### src/rtl/mem_stage_ctrl_pkg.sv
// Shared encodings for the MEM-stage controller: write-back selects, widths,
// FSM states and the latched memory-request bundle.
package mem_stage_ctrl_pkg;

    localparam int DATA_W = 32;
    localparam int REG_W  = 5;

    typedef enum logic [1:0] {
        WB_ALU = 2'b00,
        WB_MEM = 2'b01,
        WB_PC8 = 2'b10,
        WB_RSV = 2'b11
    } wb_sel_e;

    typedef enum logic {
        ST_IDLE   = 1'b0,
        ST_ACCESS = 1'b1
    } state_e;

    typedef struct packed {
        logic              we;
        logic [DATA_W-1:0] addr;
        logic [DATA_W-1:0] wdata;
        logic [REG_W-1:0]  wreg;
        logic              reg_we;
    } mem_bundle_t;

    // Non-memory write-back value; the reserved select falls through to ALU.
    function automatic logic [DATA_W-1:0] alu_wb_data(
        input wb_sel_e           sel,
        input logic [DATA_W-1:0] alu_res,
        input logic [DATA_W-1:0] pc_plus8
    );
        return (sel == WB_PC8) ? pc_plus8 : alu_res;
    endfunction

endpackage

### src/rtl/mem_timeout_cnt.sv
// Access-timeout counter: synchronous clear, count enable, and a terminal
// flag raised when the count sits at TIMEOUT-1.
module mem_timeout_cnt #(
    parameter int TIMEOUT = 16,
    parameter int CNT_W   = 5
) (
    input  logic clk,
    input  logic rst,
    input  logic clr,
    input  logic en,
    output logic terminal
);

    logic [CNT_W-1:0] cnt;

    // NOTE: sequential state uses non-blocking assignments so every register
    // samples the pre-edge values of its neighbours, independent of block order.
    always_ff @(posedge clk or negedge rst) begin
        if (!rst) begin
            cnt <= '0;
        end else if (clr) begin
            cnt <= '0;
        end else if (en) begin
            cnt <= cnt + 1'b1;
        end
    end

    assign terminal = (cnt == CNT_W'(TIMEOUT - 1));

endmodule

### src/rtl/mem_stage_ctrl.sv
// MEM-stage controller: performs the data-memory access over req/ack, stalls
// upstream while it is outstanding, and registers the MEM/WB bundle.
module mem_stage_ctrl
    import mem_stage_ctrl_pkg::*;
#(
    parameter int TIMEOUT = 16,
    parameter int CNT_W   = 5
) (
    input  logic              clk,
    input  logic              rst,
    input  logic              in_valid,
    input  logic              in_dmem_we,
    input  logic [1:0]        in_wdata_src,
    input  logic [DATA_W-1:0] in_alu_res,
    input  logic [DATA_W-1:0] in_reg2_data,
    input  logic [REG_W-1:0]  in_wreg,
    input  logic              in_reg_we,
    input  logic [DATA_W-1:0] in_pc_plus8,
    output logic              stall,
    output logic              dmem_req,
    output logic              dmem_we,
    output logic [DATA_W-1:0] dmem_addr,
    output logic [DATA_W-1:0] dmem_wdata,
    input  logic              dmem_ack,
    input  logic [DATA_W-1:0] dmem_rdata,
    output logic              wb_valid,
    output logic              wb_reg_we,
    output logic [REG_W-1:0]  wb_wreg,
    output logic [DATA_W-1:0] wb_data,
    output logic              misalign_err,
    output logic              bus_err
);

    state_e      state;
    mem_bundle_t lat;
    logic        cnt_done;
    logic        need_mem;
    logic        misaligned;

    assign need_mem   = in_dmem_we | (in_wdata_src == WB_MEM);
    assign misaligned = |in_alu_res[1:0];

    mem_timeout_cnt #(
        .TIMEOUT (TIMEOUT),
        .CNT_W   (CNT_W)
    ) u_timeout_cnt (
        .clk      (clk),
        .rst      (rst),
        .clr      (state == ST_IDLE),
        .en       ((state == ST_ACCESS) && !dmem_ack),
        .terminal (cnt_done)
    );

    // Request fields come straight from the latch, so they stay stable until ack.
    assign dmem_we    = lat.we;
    assign dmem_addr  = lat.addr;
    assign dmem_wdata = lat.wdata;

    always_ff @(posedge clk or negedge rst) begin
        if (!rst) begin
            state        <= ST_IDLE;
            lat          <= '0;
            stall        <= 1'b0;
            dmem_req     <= 1'b0;
            wb_valid     <= 1'b0;
            wb_reg_we    <= 1'b0;
            wb_wreg      <= '0;
            wb_data      <= '0;
            misalign_err <= 1'b0;
            bus_err      <= 1'b0;
        end else begin
            // NOTE: pulse outputs default low every cycle; only the branch that
            // completes an instruction raises them, which keeps them one cycle wide.
            wb_valid     <= 1'b0;
            misalign_err <= 1'b0;
            bus_err      <= 1'b0;

            case (state)
                ST_IDLE: begin
                    if (in_valid) begin
                        if (!need_mem) begin
                            wb_valid  <= 1'b1;
                            wb_reg_we <= in_reg_we;
                            wb_wreg   <= in_wreg;
                            wb_data   <= alu_wb_data(wb_sel_e'(in_wdata_src),
                                                     in_alu_res, in_pc_plus8);
                        end else if (misaligned) begin
                            wb_valid     <= 1'b1;
                            wb_reg_we    <= 1'b0;
                            wb_wreg      <= in_wreg;
                            wb_data      <= in_alu_res;
                            misalign_err <= 1'b1;
                        end else begin
                            lat.we     <= in_dmem_we;
                            lat.addr   <= {in_alu_res[DATA_W-1:2], 2'b00};
                            lat.wdata  <= in_reg2_data;
                            lat.wreg   <= in_wreg;
                            lat.reg_we <= in_reg_we;
                            state      <= ST_ACCESS;
                            stall      <= 1'b1;
                            dmem_req   <= 1'b1;
                        end
                    end
                end

                ST_ACCESS: begin
                    // Ack is tested first so it wins over a coincident timeout.
                    if (dmem_ack) begin
                        state     <= ST_IDLE;
                        stall     <= 1'b0;
                        dmem_req  <= 1'b0;
                        wb_valid  <= 1'b1;
                        wb_reg_we <= lat.reg_we;
                        wb_wreg   <= lat.wreg;
                        wb_data   <= lat.we ? lat.addr : dmem_rdata;
                    end else if (cnt_done) begin
                        state     <= ST_IDLE;
                        stall     <= 1'b0;
                        dmem_req  <= 1'b0;
                        wb_valid  <= 1'b1;
                        wb_reg_we <= 1'b0;
                        wb_wreg   <= lat.wreg;
                        bus_err   <= 1'b1;
                    end
                end

                default: state <= ST_IDLE;
            endcase
        end
    end

endmodule

### config.mk
export PLATFORM = sky130hd
export DESIGN_NAME = mem_stage_ctrl
export DESIGN_NICKNAME = d
export VERILOG_FILES = /design/src/rtl/mem_stage_ctrl_pkg.sv /design/src/rtl/mem_timeout_cnt.sv /design/src/rtl/mem_stage_ctrl.sv
export SDC_FILE = /design/constraint.sdc
export NUM_CORES = 1
export LEC_CHECK = 0
export CORE_UTILIZATION = 46
export DETAILED_ROUTE_END_ITERATION = 8
export PLACE_DENSITY = 0.86
export SKIP_CTS_REPAIR_TIMING = 1
export SYNTH_ARGS = -nofsm -noshare
export SYNTH_HDL_FRONTEND = slang
export SYNTH_HIERARCHICAL = 1
export SYNTH_SLANG_ARGS = --single-unit
### constraint.sdc
create_clock -name clk -period 5.1 [get_ports clk]
set_input_delay 0.51 -clock clk [delete_from_list [all_inputs] [get_ports clk]]
set_output_delay 0.51 -clock clk [all_outputs]
set_load 0.05 [all_outputs]
# ---- Word-level counts from Yosys, hierarchy flattened
# Cells that the tools add are included.
# Widths: inputs -> output; s select.
dict set report totals {
  regBits 117
  latch_bits 0
  ram_bits 0
  rom_bits 0
  inputBits 141
  output_inout_bits 108
  elab_cells 78
  memories 0
}
dict set report op_classes {
  add_sub_neg 1
  mul 0
  div_mod_pow 0
  order_cmp 0
  n_eq_ne 10
  shift 0
  muxes 43
  n_bitwise 3
  reduce_logical 7
}
# operator count
set op_table {}
lappend op_table {{$mux 32} 6}
lappend op_table {{$pmux 32 s2} 1}
lappend op_table {{$mux 5} 7}
lappend op_table {{$mux 1} 24}
lappend op_table {{$pmux 5 s2} 1}
lappend op_table {{$ne 2x2->1 const B} 4}
lappend op_table {{$pmux 1 s2} 4}
lappend op_table {{$reduce_and 4->1} 2}
lappend op_table {{$reduce_and 3->1} 2}
lappend op_table {{$add 5x1->5 const B} 1}
lappend op_table {{$eq 5x4->1 const B} 1}
lappend op_table {{$ne 3x2->1 const B} 1}
lappend op_table {{$ne 3x3->1 const B} 1}
lappend op_table {{$eq 2x1->1 const B} 1}
lappend op_table {{$eq 2x2->1 const B} 1}
lappend op_table {{$ne 2x1->1 const B} 1}
lappend op_table {{$not 1->1} 2}
lappend op_table {{$reduce_or 2->1} 1}
lappend op_table {{$logic_and 1x1->1} 1}
lappend op_table {{$logic_not 1->1} 1}
lappend op_table {{$or 1x1->1} 1}

# ---- Longest topological paths before layout
dict set report depth {
  depth_word 5
  depth_mapped 8
  depth_no_buf 7
}

# ---- By module
# The synthesis kept the hierarchy.
# module n_inst cells_per_inst area_per_inst_um2 seq_area_each_um2
set modules_own_cells {}
lappend modules_own_cells {mem_stage_ctrl 1 453 5597.9 2802.7}
lappend modules_own_cells {mem_timeout_cnt 1 23 270.3 125.1}

# ---- Worst setup path after synthesis
# No wires, ideal clock.
dict set report synth_timing {
  path_type {register to register}
  startpoint {register u_timeout_cnt.cnt[0]}
  endpoint {register wb_wreg[0]}
  setup_time_ns 0.078
  arrival_time_ns 1.813
  required_time_ns 5.022
  slack_ns 3.210
  path_stages_with_launch 9
  n_path_buf 1
  synth_period_minus_slack_ns 1.890
  cell_sequence {dfrtp_1 -> ha_1 -> and3_1 -> ha_1 -> or3b_1 -> clkbuf_1 -> nand2_1 -> o22ai_1 -> a21oi_1}
}
dict set report synth_via {
  elab_chain_len 3
}
# item line
set synth_rtl {}
lappend synth_rtl {{start, declared} mem_timeout_cnt.sv:14} ;# logic [CNT_W-1:0] cnt;
lappend synth_rtl {{start signal, assigned} mem_timeout_cnt.sv:24} ;# cnt <= cnt + 1'b1;
lappend synth_rtl {{$eq 5x4->1} mem_timeout_cnt.sv:28} ;# assign terminal = (cnt == CNT_W'(TIMEOUT - 1));
lappend synth_rtl {{named net cnt_done} mem_stage_ctrl.sv:36} ;# logic cnt_done;
lappend synth_rtl {{$ne 3x2->1 (no source line)} -}
lappend synth_rtl {{$reduce_and 3->1 (no source line)} -}
lappend synth_rtl {{end signal, assigned} mem_stage_ctrl.sv:84} ;# wb_wreg <= in_wreg;
lappend synth_rtl {{end signal, assigned} mem_stage_ctrl.sv:90} ;# wb_wreg <= in_wreg;
lappend synth_rtl {{end signal, assigned} mem_stage_ctrl.sv:114} ;# wb_wreg <= lat.wreg;
lappend synth_rtl {{end, declared} mem_stage_ctrl.sv:28} ;# output logic [REG_W-1:0] wb_wreg,
# The timed path passes the listed nets, and every way through them passes these cells.
# A chain may end at the register's enable or synchronous reset.

# ---- Worst setup path in the final report
dict set report layout_timing {
  startpoint {register state}
  endpoint {register lat, in the netlist dmem_addr[13]}
}
dict set report layout_via {
  elab_chain_len 2
}
# item line
set layout_rtl {}
lappend layout_rtl {{start, declared} mem_stage_ctrl.sv:34} ;# state_e state;
lappend layout_rtl {{start signal, assigned} mem_stage_ctrl.sv:61} ;# state <= ST_IDLE;
lappend layout_rtl {{start signal, assigned} mem_stage_ctrl.sv:99} ;# state <= ST_ACCESS;
lappend layout_rtl {{start signal, assigned} mem_stage_ctrl.sv:109} ;# state <= ST_IDLE;
lappend layout_rtl {{$not 1->1 (no source line)} -}
lappend layout_rtl {{$reduce_and 4->1 (no source line)} -}
lappend layout_rtl {{end, declared} mem_stage_ctrl.sv:35} ;# mem_bundle_t lat;
# Every way passes these cells.

==> impl_metrics.tcl <==
set metrics [dict create \
    wl_per_cell_um 18.2 \
    synthDistinctLibCells 40 \
    pin_count 249 \
    clk_latency_ns 0.41 \
    cp_top_family "simple AND/OR/NAND/NOR gates" \
    min_period_ns 2.73 \
    antenna_found_initial 0 \
    final_cells 833 \
    numClockSinks 117 \
    grt_pass1_wl_mm 24.2 \
    viasPerCell 5.32 \
    seq_area_frac_synth_pct 49.9 \
    cp_slowest_cell "nand3_4" \
    gp_congestion 0.810 \
    core_um2 12200 \
    nNetsFinal 798 \
    fin_crit_sh_pct 53.5 \
    layout_common_cells "245 x clkdlybuf4s50_1, 116 x dfrtp_1, 71 x mux2_1" \
    run_status "finished clean" \
    drt_iter0_drc 263 \
    dp_cells 804 \
    clockBufferDepth 2 \
    grt_overflow 0 \
    rsz0062_at_grt "false" \
    nFillCells 905 \
    total_power_mw 3.98 \
    cts_max_level 4 \
    syn_to_final_growth_pct 45.7 \
    fin_skew_ns 0.00658 \
    netlist_area_um2 5870 \
    cp_cell_sequence "inv_2 -> nand3_4 -> mux2_1" \
    fin_tns_setup_ns 0 \
    ys_ff_latch 117 \
    cts_buffers 17 \
    cts_tree "done" \
    worstPathArrival_ns 3.01 \
    setup-violations-final 0 \
    final_util_pct 70.0 \
    hold_slack_ns 0.147 \
    netlist_instances 476 \
    r2r_slack_ns 2.37 \
    hp-class "primary input to async pin" \
    fmax_mhz 366 \
    r2r-end "dmem_addr[13]" \
    fin_area_um2 8550 \
    die_y_um 115 \
    start_kind "flop" \
    grt_usage_pct 24.0 \
    hold_viol_final 0 \
    ff2ff_path_depth 3 \
    crit_required_ns 5.38 \
    max_stage_delay_ns 0.80 \
    initial_core_util_pct 48.1 \
    synthArstFlopShare_pct 100 \
    drc 0 \
    cp_num_buf_inv 1 \
    dpl-instance-area_um2 7990 \
    regToRegStartpoint "state" \
    ant_nets 0 \
    cap_violations 0 \
    dr.pass1.iters 6 \
    slew_headroom_pct 29.9 \
    max-vdd-ir-drop_uv 308 \
    rows 40 \
    synthFlopType "dfrtp_1" \
    synth_edf_count 0 \
    first_global_vias 4879 \
    drive_gt1_share_pct 11.0 \
    cts.clk_slew.worst_paths_ns 0.05 \
    path_max_fanout 70 \
    antenna_cells 0 \
    die_x_um 115 \
    yosys_warnings 6 \
    crit_type "flop to flop" \
    final_common_cell "clkdlybuf4s50_1" \
    cts_root_buf "clkbuf_16" \
    vias 4429 \
    grt_max_degree 71 \
    avgSynthCellArea_um2 12.3 \
    cp-startpoint "state" \
    post-dp-hpwl_mm 10.9 \
    dieArea_um2 13200 \
    pre_cts_ws_ns 1.95 \
    drt_wl_total_mm 15.2 \
    portBuffers 246 \
    power_density_nw_per_um2 465 \
    final_max_slew_viol_count 0 \
    cp-end-kind "flop" \
    worstMarginPinSlew_ns 1.05 \
    p_leak_nw 3.69 \
    layout_setup_ws_ns 2.37 \
]
==> layout make-up <==
cell class / count / area, um2 / area share, %
clock buffers: 24 / 482 / 5.63
clock inverters: 5 / 75.1 / 0.878
flip-flops and latches: 117 / 2930 / 34.3
multi-input cells: 234 / 2230 / 26.1
repair buffers: 251 / 2500 / 29.2
well taps: 168 / 210 / 2.46
inverters: 34 / 128 / 1.49
==> cell usage after synthesis (2+ instances only) <==
cell type / count / share of area (%)
o21ai_2: 2 / 0.30
nand2_1: 6 / 0.38
a22oi_1: 2 / 0.26
dfrtp_1: 117 / 50
nor2_1: 9 / 0.58
and2b_1: 2 / 0.26
ha_1: 2 / 0.43
buf_2: 11 / 0.94
mux2_2: 30 / 5.8
and2_1: 2 / 0.21
a21oi_1: 7 / 0.60
o21ai_1: 2 / 0.17
mux2_1: 71 / 14
o22ai_1: 6 / 0.64
buf_4: 65 / 8.3
buf_1: 3 / 0.19
o21ai_0: 7 / 0.60
clkbuf_1: 12 / 0.77
inv_1: 33 / 2.1
mux2i_1: 33 / 5.6
a31oi_1: 6 / 0.64
a222oi_1: 30 / 5.1
==> registers in the layout, indices dropped and copies added (netlist names), 5 cells and up <==
signal / count
u_timeout_cnt/cnt: 5
dmem_wdata: 32
wb_data: 32
wb_wreg: 5
lat: 6
dmem_addr: 30
==> power breakdown <==
group	total (mW)	switching, mW	internal (mW)
Combinational	1.59	0.985	0.607
Sequential	1.26	0.135	1.13
Clock	1.12	0.375	0.744
==> cells by family after synthesis <==
| kind of cell | after synthesis | share of synthesized area, % |
|---|---|---|
| buffers and inverters | 126 | 12.6 |
| adder cells (fa/ha/maj) | 2 | 0.426 |
| other | 1 | 0.0639 |
| multiplexers | 135 | 25.3 |
| AND/OR/NAND/NOR | 29 | 2.86 |
| XOR/XNOR | 1 | 0.149 |
| flip-flops | 117 | 49.9 |
| AO/OA/AOI/OAI | 65 | 8.76 |
==> worst max path at each step <==
| stage | to | slack [ns] | cells after the start |
|---|---|---|---|
| after global placement | dmem_addr[10] | 2.02 | 5 |
| after CTS | dmem_wdata[6] | 2.35 | 3 |
| after floorplan | wb_wreg[0] | 3.21 | 8 |
| final | dmem_addr[13] | 2.37 | 3 |
| after detailed placement | dmem_addr[27] | 1.95 | 5 |
| after global routing | dmem_addr[8] | 2.17 | 3 |
==> routing by layer <==
metal | track usage [%] | wire, um | part of all wire [%] | vias to the layer above
met4 | 9.09 | 236 | 1.6 | 0
met1 | 26.9 | 5880 | 39 | 2211
met5 | 0 | 0 | 0 | -
met3 | 7.43 | 1220 | 8.0 | 22
li1 | - | - | - | 2003
met2 | 42.7 | 7870 | 52 | 193
No activity file was read; power rests on OpenSTA's default activity.
